==> src/rtl/tm_pkg.sv <==
// tm_pkg -- shared definitions for the transaction-monitor tracker.
//
// Purpose: common constants, the length type and the update-FSM state
// encoding used by tm_tracker and tm_len_counter.
//
// Contents:
//   TM_ALU_LAT      running-average ALU pipeline depth (clock edges)
//   TM_LEN_W        width of lengths, averages and counts
//   tm_len_t        length/average/count type
//   tm_upd_state_t  update FSM states (U_IDLE, U_WAIT)
package tm_pkg;

  localparam int TM_ALU_LAT = 4;
  localparam int TM_LEN_W   = 8;

  typedef logic [TM_LEN_W-1:0] tm_len_t;

  typedef enum logic {
    U_IDLE = 1'b0,
    U_WAIT = 1'b1
  } tm_upd_state_t;

endpackage

==> src/rtl/tm_len_counter.sv <==
// tm_len_counter -- measures bus transaction length in clock cycles.
//
// Purpose: tracks whether a transaction is open and how many cycles it has
// lasted so far (saturating), and flags completions and abandonments.
//
// Ports:
//   clk       in   rising-edge clock
//   reset_n   in   asynchronous active-low reset
//   tx_start  in   transaction begins this cycle
//   tx_end    in   transaction ends this cycle
//   done      out  a measurement completes this cycle (combinational)
//   done_len  out  measured length, valid with done (combinational)
//   abandon   out  an open transaction is abandoned by a new tx_start
module tm_len_counter
  import tm_pkg::*;
#(
  parameter int LEN_W = TM_LEN_W
) (
  input  logic             clk,
  input  logic             reset_n,
  input  logic             tx_start,
  input  logic             tx_end,
  output logic             done,
  output logic [LEN_W-1:0] done_len,
  output logic             abandon
);

  logic             open;
  logic [LEN_W-1:0] len;
  logic [LEN_W-1:0] len_inc;

  // Length including the current cycle, pinned at the all-ones maximum.
  assign len_inc = (len == {LEN_W{1'b1}}) ? len : len + LEN_W'(1);

  // A tx_start always begins a fresh length of 1, so a start+end in the
  // same cycle completes with length 1 even if an older transaction was open.
  assign done     = tx_end & (tx_start | open);
  assign done_len = tx_start ? LEN_W'(1) : len_inc;
  assign abandon  = tx_start & open;

  always_ff @(posedge clk or negedge reset_n) begin
    if (!reset_n) begin
      open <= 1'b0;
      len  <= '0;
    end else if (tx_start) begin
      open <= ~tx_end;
      len  <= LEN_W'(1);
    end else if (open) begin
      if (tx_end) begin
        open <= 1'b0;
      end else begin
        len <= len_inc;
      end
    end
  end

endmodule

==> src/rtl/tm_tracker.sv <==
// tm_tracker -- transaction-length tracker feeding the running-average ALU.
//
// Purpose: measures each bus transaction, issues {AvgTxLen, InstExed,
// CurTxLen} to the external ALU, waits out its pipeline latency and commits
// AvgTxLen_new/InstExed_new into avg_len/inst_cnt. Completions that arrive
// while an update is in flight, or once inst_cnt is saturated, are dropped.
//
// Configuration macro: TM_TRACKER_DROP_CNT_EN
//   defined   -> drop_cnt counts dropped/abandoned transactions (saturating)
//   undefined -> drop_cnt is tied to 0; drop behaviour is otherwise the same
//
// Ports:
//   clk           in   rising-edge clock
//   reset_n       in   asynchronous active-low reset
//   tx_start      in   transaction begins this cycle
//   tx_end        in   transaction ends this cycle
//   AvgTxLen      out  ALU operand: committed average at issue time
//   InstExed      out  ALU operand: committed count at issue time
//   CurTxLen      out  ALU operand: length just measured
//   AvgTxLen_new  in   ALU result: new average
//   InstExed_new  in   ALU result: new count
//   avg_len       out  committed average transaction length
//   inst_cnt      out  committed transaction count
//   busy          out  update in flight
//   drop_cnt      out  transactions not folded into the average
module tm_tracker
  import tm_pkg::*;
#(
  parameter int ALU_LAT = TM_ALU_LAT,
  parameter int LEN_W   = TM_LEN_W
) (
  input  logic             clk,
  input  logic             reset_n,
  input  logic             tx_start,
  input  logic             tx_end,
  output logic [LEN_W-1:0] AvgTxLen,
  output logic [LEN_W-1:0] InstExed,
  output logic [LEN_W-1:0] CurTxLen,
  input  logic [LEN_W-1:0] AvgTxLen_new,
  input  logic [LEN_W-1:0] InstExed_new,
  output logic [LEN_W-1:0] avg_len,
  output logic [LEN_W-1:0] inst_cnt,
  output logic             busy,
  output logic [LEN_W-1:0] drop_cnt
);

  localparam int               CNT_W  = $clog2(ALU_LAT + 1);
  localparam logic [CNT_W-1:0] LAT_LD = CNT_W'(ALU_LAT);

  tm_upd_state_t    state, state_next;
  logic [CNT_W-1:0] wait_cnt, wait_cnt_next;
  logic             issue;
  logic             commit;
  logic             full;
  logic             done;
  logic [LEN_W-1:0] done_len;
  logic             abandon;

  tm_len_counter #(
    .LEN_W (LEN_W)
  ) u_len_counter (
    .clk      (clk),
    .reset_n  (reset_n),
    .tx_start (tx_start),
    .tx_end   (tx_end),
    .done     (done),
    .done_len (done_len),
    .abandon  (abandon)
  );

  // Issuing once more at the maximum count would make the ALU's
  // InstExed+1 wrap to zero and divide by zero.
  assign full = (inst_cnt == {LEN_W{1'b1}});
  assign busy = (state == U_WAIT);

  // Commit fires on the edge after wait_cnt reaches 0, i.e. ALU_LAT+1 edges
  // after issue, which is one edge after the ALU result becomes valid.
  always_comb begin
    state_next    = state;
    wait_cnt_next = wait_cnt;
    issue         = 1'b0;
    commit        = 1'b0;
    case (state)
      U_IDLE: begin
        if (done && !full) begin
          issue         = 1'b1;
          wait_cnt_next = LAT_LD;
          state_next    = U_WAIT;
        end
      end
      U_WAIT: begin
        if (wait_cnt == '0) begin
          commit     = 1'b1;
          state_next = U_IDLE;
        end else begin
          wait_cnt_next = wait_cnt - CNT_W'(1);
        end
      end
      default: begin
        state_next = U_IDLE;
      end
    endcase
  end

  always_ff @(posedge clk or negedge reset_n) begin
    if (!reset_n) begin
      state    <= U_IDLE;
      wait_cnt <= '0;
    end else begin
      state    <= state_next;
      wait_cnt <= wait_cnt_next;
    end
  end

  // Operands are only loaded on issue, so they stay stable through U_WAIT.
  always_ff @(posedge clk or negedge reset_n) begin
    if (!reset_n) begin
      AvgTxLen <= '0;
      InstExed <= '0;
      CurTxLen <= '0;
    end else if (issue) begin
      AvgTxLen <= avg_len;
      InstExed <= inst_cnt;
      CurTxLen <= done_len;
    end
  end

  always_ff @(posedge clk or negedge reset_n) begin
    if (!reset_n) begin
      avg_len  <= '0;
      inst_cnt <= '0;
    end else if (commit) begin
      avg_len  <= AvgTxLen_new;
      inst_cnt <= InstExed_new;
    end
  end

`ifdef TM_TRACKER_DROP_CNT_EN
  logic             drop_evt;
  logic [1:0]       drop_inc;
  logic [LEN_W:0]   drop_sum;

  // An abandon and a refused completion can coincide, so up to two drops
  // may be added on one edge.
  assign drop_evt = done & (busy | full);
  assign drop_inc = {1'b0, abandon} + {1'b0, drop_evt};
  assign drop_sum = {1'b0, drop_cnt} + (LEN_W+1)'(drop_inc);

  always_ff @(posedge clk or negedge reset_n) begin
    if (!reset_n) begin
      drop_cnt <= '0;
    end else if (drop_sum[LEN_W]) begin
      drop_cnt <= {LEN_W{1'b1}};
    end else begin
      drop_cnt <= drop_sum[LEN_W-1:0];
    end
  end
`else
  // Without the counter the abandon strobe has no consumer.
  logic unused_abandon;
  assign unused_abandon = abandon;
  assign drop_cnt       = '0;
`endif

endmodule

==> config.mk <==
export PLATFORM = sky130hd
export DESIGN_NAME = tm_tracker
export DESIGN_NICKNAME = d
export VERILOG_FILES = /design/src/rtl/tm_pkg.sv /design/src/rtl/tm_len_counter.sv /design/src/rtl/tm_tracker.sv
export SDC_FILE = /design/constraint.sdc
export NUM_CORES = 1
export LEC_CHECK = 0
export CORE_ASPECT_RATIO = 1.4
export CORE_MARGIN = 4
export CORE_UTILIZATION = 54
export CTS_BUF_LIST = sky130_fd_sc_hd__clkbuf_4 sky130_fd_sc_hd__clkbuf_8
export DETAILED_ROUTE_END_ITERATION = 7
export GPL_TIMING_DRIVEN = 0
export PLACE_DENSITY = 0.92
export SETUP_SLACK_MARGIN = 0.2
export SYNTH_ARGS = -nofsm -noshare
export SYNTH_HDL_FRONTEND = slang
export SYNTH_HIERARCHICAL = 1
export SYNTH_SLANG_ARGS = --single-unit
==> constraint.sdc <==
create_clock -name clk -period 2.5 [get_ports clk]
set_clock_uncertainty 0.05 [all_clocks]
set_input_delay 0.375 -clock clk [delete_from_list [all_inputs] [get_ports clk]]
set_output_delay 0.375 -clock clk [all_outputs]
set_load 0.03 [all_outputs]
==> results of run 1 <==
==> cell usage in the layout, fill, tap and decap left out, types with 2 or more instances in the layout <==
master,instances
a211oi_1,2
a211oi_2,2
a21oi_1,5
a311oi_1,5
a31oi_1,5
a41oi_1,2
and3_1,3
buf_2,6
buf_4,10
buf_6,3
clkbuf_1,2
clkbuf_8,6
clkdlybuf4s50_1,59
conb_1,8
dfrtp_1,53
ha_1,3
inv_1,3
mux2_2,24
mux2_4,17
mux2i_1,2
nand2_1,5
nand2b_1,4
nand3_1,4
nand4_1,2
nor2_1,6
nor2b_1,4
nor2b_2,2
o21a_1,2
o21ai_0,6
or3_1,2
==> cell type report <==
type	count	area, µm²	share of cell area [%]
repair buffers	62	626	18.2
clock buffers	7	90.1	2.62
flip-flops and latches	53	1330	38.6
multi-input cells	130	1120	32.6
plain buffers	21	156	4.55
well taps	62	77.6	2.26
inverters	3	11.3	0.328
clock inverters	1	30.0	0.874
==> through the flow <==
| step | cell area [µm²] | total power [mW] | cells | setup WS, ns |
|---|---|---|---|---|
| after floorplan | 2610 | 2.65 | 207 | 0.749 |
| final | 3440 | 4.06 | 339 | 0.305 |
| after detailed placement | 3310 | 3.48 | 330 | -0.00323 |
| after global routing | 3440 | 4.26 | 339 | 0.229 |
| after global placement | 3290 | 3.39 | 329 | -0.539 |
| after CTS | 3440 | 4.10 | 339 | 0.309 |
==> worst min-delay path by stage <==
stage | startpoint | cells after the start | end
6_report | reset_n | 2 | CurTxLen[0]$_DFFE_PN0P_
5_1_grt | reset_n | 2 | CurTxLen[0]$_DFFE_PN0P_
4_1_cts | reset_n | 2 | CurTxLen[0]$_DFFE_PN0P_
3_5_place_dp | reset_n | 1 | u_len_counter/len[1]$_DFFE_PN0P_
3_3_place_gp | InstExed[0]$_DFFE_PN0P_ | 1 | InstExed[0]$_DFFE_PN0P_
2_1_floorplan | reset_n | 0 | AvgTxLen[0]$_DFFE_PN0P_
==> per-layer routing <==
layer  routed length, µm  vias to the layer above  GRT usage [%]
li1                    -                      853              -
met1                2190                      903           23.4
met2                2980                       80           34.0
met3                 399                        8           5.49
met4                  93                        0           6.78
met5                   0                        -              0
==> where the power goes <==
group / switching [mW] / total (mW) / internal [mW]
clock: 0.274 / 0.611 / 0.338
sequential: 0.254 / 1.44 / 1.18
combinational: 1.04 / 2.01 / 0.972
==> sequential cells by signal, indices dropped and copies added, names as in the netlist <==
name and count:
InstExed 8, AvgTxLen 8, wait_cnt 3, u_len_counter/len 8, busy 1, u_len_counter/open 1, CurTxLen 8, avg_len 8
inst_cnt 8
==> what timing repair did <==
item,CTS,global route
buffers inserted,0,0
endpoints found under the hold margin,12,0
hold buffers,1,0
==> metrics.md, run 1 <==
| Metric | Value |
|---|---|
| CP endpoint kind | flop |
| Die outline area | 5980 µm² |
| Die Ht | 89.9 µm |
| Cell family with most CP delay | buffers and inverters |
| Area growth from synthesis to final layout | 32.8% |
| Final Wtd Congestion | 0.904 |
| Core Region | 4570 µm² |
| Static power due to leakage | 1.50 nW |
| Largest net degree at the start of global routing | 42 |
| Number of stages on the worst setup path | 8 |
| Sum of negative setup slack | 0 ns |
| Detailed Routing Iterations Pass 1 | 5 |
| Number of levels the H-tree was split into | 2 |
| Bufs and invs on worst path | 3 |
| Final #Nets | 299 |
| Final setup violating endpoints | 0 |
| Crit path capture | AvgTxLen[7]$_DFFE_PN0P_ |
| Total congestion overflow after global routing | 0 |
| Final standard cell utilization of the core | 75.2% |
| Post-detailed-route DRC marker count | 0 |
| Slowest library cell on the worst path | clkdlybuf4s50_1 |
| Effective utilization at floorplan | 56.6% |
| Setup repair after global routing missed its margin | false |
| Ordered list of cells on the worst path | clkdlybuf4s50_1 -> clkbuf_1 -> nor2_1 -> nor2b_1 -> nor2b_2 -> o21a_1 -> buf_6 -> mux2_4 |
| Filler Cells Inserted | 328 |
| Number of primary I/O pins | 69 |
| Mapped Cells | 200 |
| Largest fanout of any net on the critical path | 10 |
| HPWL reported at the end of detailed placement | 4210 µm |
| Peak Freq | 456 MHz |
| Final number of max-transition violations | 0 |
| Post-cts resize count | 0 |
| Num CTS Buffers | 5 |
| Number of antenna-violating nets in the routed design | 0 |
| Critical register-to-register path startpoint | u_len_counter/len[0]$_DFFE_PN0P_ |
| CP Launch Point | tx_start |
| Clock sinks | 53 |
| Maximum clock path buffer count | 2 |
| Routed wire length | 5670 µm |
| Worst IR Drop VDD | 0.758 mV |
| Number of vias after detailed routing | 1844 |
| Fraction of final layout cells with drive strength greater than 1 | 28.5% |
| Number of warnings issued by yosys | 6 |
| Routed WL per cell | 16.7 µm |
| Average via count per standard cell | 5.44 |
| Number of violations reported at the end of detailed-routing iteration 0 | 72 |
| Number of failing hold endpoints at the final stage | 0 |
| Cell Area, Synth | 2590 µm² |
| Max-cap check violation count | 0 |
| Slack of the worst reg-to-reg path | 0.55 ns |
| Pwr/cell area | 1180 nW/µm² |
| Synthesized area per cell | 12.9 µm² |
| Run status | finished clean |
| Number of diodes | 0 |
| Worst Path Class, Setup | in -> reg |
| Final critical-path share of the clock period | 87.8% |
| Antenna violations before repair | 0 |
| Port-buffer cells | 60 |
| Clock transition at the register clock pins on the worst setup and hold paths after CTS | 0.09 ns |
| Endpoint required time on the critical path | 2.65 ns |
| Number of global-route vias before repair | 1940 |
| Data arrival time at the worst-slack endpoint | 2.34 ns |
| Clock tree from TritonCTS | built |
| Placement Rows | 29 |
| Clock root cell | clkbuf_8 |
| Horiz. Die Dim | 66.5 µm |
| Global-route wire length before repair | 9270 µm |
| Shortest clock period the worst path allows after layout | 2.19 ns |
| Minimum hold slack | 0.431 ns |
| Slowest cell delay on critical path | 0.51 ns |
| Startpoint types | primary input |
| Hold Crit Class | in -> async |
| R2r endpoint | CurTxLen[0]$_DFFE_PN0P_ |
| Global-route usage over all layers | 19.9% |
| Clock latency on the worst-skew pair | 0.31 ns |
| Number of cells traversed by the worst register-to-register path | 6 |
Power figures use the tool's default switching activity.
==> run 2: changes to the inputs <==
--- a/config.mk
+++ b/config.mk
@@ -12,6 +12,7 @@
 export DETAILED_ROUTE_END_ITERATION = 7
 export GPL_TIMING_DRIVEN = 0
 export PLACE_DENSITY = 0.92
+export REMOVE_ABC_BUFFERS = 1
 export SETUP_SLACK_MARGIN = 0.2
 export SYNTH_ARGS = -nofsm -noshare
 export SYNTH_HDL_FRONTEND = slang
==> run 2 against run 1 <==
Net effect:
- via count is 8.3% lower
- sequential share of layout area is 1.9 points higher
- combinational power is 2% lower
- register-to-register slack hardly changed
- final cell count is 6.2% lower
- count of clock-buffer cells in the layout is 1 lower
- sequential cell count stayed put
- die area stayed put
- clock power is 0.7% higher
- worst setup slack better by 0.23 ns
- critical endpoint is now busy
==> metrics.md, run 2 (synthesized netlist as in run 1, its figures left out) <==
| Metric | Value |
|---|---|
| Run status | finished clean |
| Number of primary I/O pins | 69 |
| Horiz. Die Dim | 66.5 µm |
| Max-cap check violation count | 0 |
| Hold Crit Class | in -> reg |
| Sum of negative setup slack | 0 ns |
| Internal Dissipation | 2.45 mW |
| Global-route usage over all layers | 18.5% |
| Number of vias after detailed routing | 1691 |
| Area taken by multi-input logic gates | 1120 µm² |
| Die outline area | 5980 µm² |
| Number of failing hold endpoints at the final stage | 0 |
| Slowest cell delay on critical path | 0.73 ns |
| Clock sinks | 53 |
| Startpoint types | flop |
| Total congestion overflow after global routing | 0 |
| Leading cell types in the layout, fill and taps excluded | clkdlybuf4s50_1 (58), dfrtp_1 (53), mux2_2 (24) |
| Slew at the pin closest to its max-slew limit | 0.700 ns |
| Final number of max-transition violations | 0 |
| Bufs and invs on worst path | 1 |
| Endpoint required time on the critical path | 2.08 ns |
| Data arrival time at the worst-slack endpoint | 1.54 ns |
| Detailed Routing Iterations Pass 1 | 4 |
| Maximum clock path buffer count | 2 |
| Number of antenna-violating nets in the routed design | 0 |
| Minimum hold slack | 0.440 ns |
| Effective utilization at floorplan | 56.6% |
| Part of the power in registers | 35.7% |
| Antenna violations before repair | 0 |
| Clock transition at the register clock pins on the worst setup and hold paths after CTS | 0.09 ns |
| Die Ht | 89.9 µm |
| Share of power burned in combinational logic | 49.0% |
| Ordered list of cells on the worst path | clkdlybuf4s50_1 |
| Clock tree from TritonCTS | built |
| Num CTS Buffers | 5 |
| Routed WL per cell | 16.1 µm |
| Filler Cells Inserted | 339 |
| Setup repair after global routing missed its margin | false |
| Number of levels the H-tree was split into | 2 |
| Global-route wire length before repair | 8560 µm |
| Overall power consumption | 4.01 mW |
| Clock latency on the worst-skew pair | 0.31 ns |
| Switching power share of the total | 38.8% |
| Slew HR | 53.2% |
| Number of global-route vias before repair | 1803 |
| Largest fanout of any net on the critical path | 7 |
| Area growth from synthesis to final layout | 26.6% |
| Static power due to leakage | 1.39 nW |
| Final #Nets | 278 |
| CP endpoint kind | primary output |
| Total net switching power | 1.56 mW |
| FF/Latch Area | 1330 µm² |
| Cell family with most CP delay | buffers and inverters |
| Shortest clock period the worst path allows after layout | 1.97 ns |
| Peak Freq | 508 MHz |
| Routed wire length | 5130 µm |
| Final setup violating endpoints | 0 |
| Number of violations reported at the end of detailed-routing iteration 0 | 59 |
| Number of diodes | 0 |
| Buffer count from post-CTS setup fixing | 0 |
| Pwr/cell area | 1220 nW/µm² |
| HPWL reported at the end of detailed placement | 3670 µm |
| Final critical-path share of the clock period | 78.7% |
| Post-detailed-route DRC marker count | 0 |
| Core Region | 4570 µm² |
| Largest net degree at the start of global routing | 40 |
| Fraction of final layout cells with drive strength greater than 1 | 24.2% |
| Clock root cell | clkbuf_8 |
| Final Wtd Congestion | 0.871 |
| Slowest library cell on the worst path | clkdlybuf4s50_1 |
| Leading cell type in the layout, fill and taps excluded | clkdlybuf4s50_1 |
| Average via count per standard cell | 5.32 |
| Worst IR Drop VDD | 0.891 mV |
| Worst Path Class, Setup | reg -> out |
| Clock network fraction of design power | 15.3% |
| Port-buffer cells | 60 |
| Placement Rows | 29 |
-- run 2: cell count changes in the layout (fill, tap and decap cells not counted) --
cell | before | now
buf_8 | 1 | 0
clkinvlp_4 | 0 | 1
clkdlybuf4s50_1 | 59 | 58
clkbuf_2 | 0 | 1
buf_2 | 6 | 1
buf_4 | 10 | 0
buf_6 | 3 | 0
o21a_2 | 0 | 1
o21a_1 | 2 | 1
clkbuf_1 | 2 | 0
clkbuf_4 | 1 | 0
-- run 2: metal layers --
metal  wire, µm  part of all wire, %  vias to the layer above  global-route usage [%]
met1       2080                   41                      825                    21.6
met5          0                    0                        -                       0
met2       2610                   51                       48                    30.9
met4         66                  1.3                        0                    5.59
li1           -                    -                      812                       -
met3        371                  7.2                        6                    7.23
-- run 2: cell type report --
| class | instances | share of cell area (%) |
|---|---|---|
| Timing Repair Buffer | 62 | 18.9 |
| Sequential cell | 53 | 40.5 |
| Clock inverter | 2 | 1.15 |
| Clock buffer | 6 | 2.52 |
| Multi-Input combinational cell | 130 | 34.2 |
| Tap cell | 62 | 2.37 |
| Inverter | 3 | 0.344 |
-- run 2: power by group through the flow --
stage | combinational [mW] | clock (mW) | sequential (mW)
2_1_floorplan | 0.619 | 0 | 1.99
6_report | 1.96 | 0.615 | 1.43
5_1_grt | 2.08 | 0.663 | 1.48
3_3_place_gp | 1.94 | 0 | 1.42
3_5_place_dp | 1.98 | 0 | 1.44
4_1_cts | 1.99 | 0.621 | 1.43
-- run 2: what timing repair did --
item	in CTS	in global routing
hold buffers	1	0
hold endpoints to repair	14	0
gates resized for setup	2	2
setup endpoints to repair	11	1
-- run 2: stage by stage --
step	util [%]	instances	setup slack, ns	instance area, µm²
2_1_floorplan	-	186	0.746	2460
3_3_place_gp	68.6	308	-0.539	3140
3_5_place_dp	68.9	309	-0.454	3150
4_1_cts	71.8	318	0.345	3280
5_1_grt	71.7	318	0.428	3280
6_report	71.7	318	0.532	3280
-- run 2: path summary, 6_finish.rpt --
kind	startpoint	to	slack (ns)	cells after the start
max	busy$_DFF_PN0_	busy	0.53	1
min	tx_start	u_len_counter/len[6]$_DFFE_PN0P_	0.44	2
max reg2reg	u_len_counter/len[0]$_DFFE_PN0P_	CurTxLen[0]$_DFFE_PN0P_	0.54	5
min reg2reg	InstExed[5]$_DFFE_PN0P_	InstExed[5]$_DFFE_PN0P_	0.46	1
max in group asynchronous	reset_n	AvgTxLen[4]$_DFFE_PN0P_	1.43	3
min in group asynchronous	reset_n	u_len_counter/len[7]$_DFFE_PN0P_	0.45	2
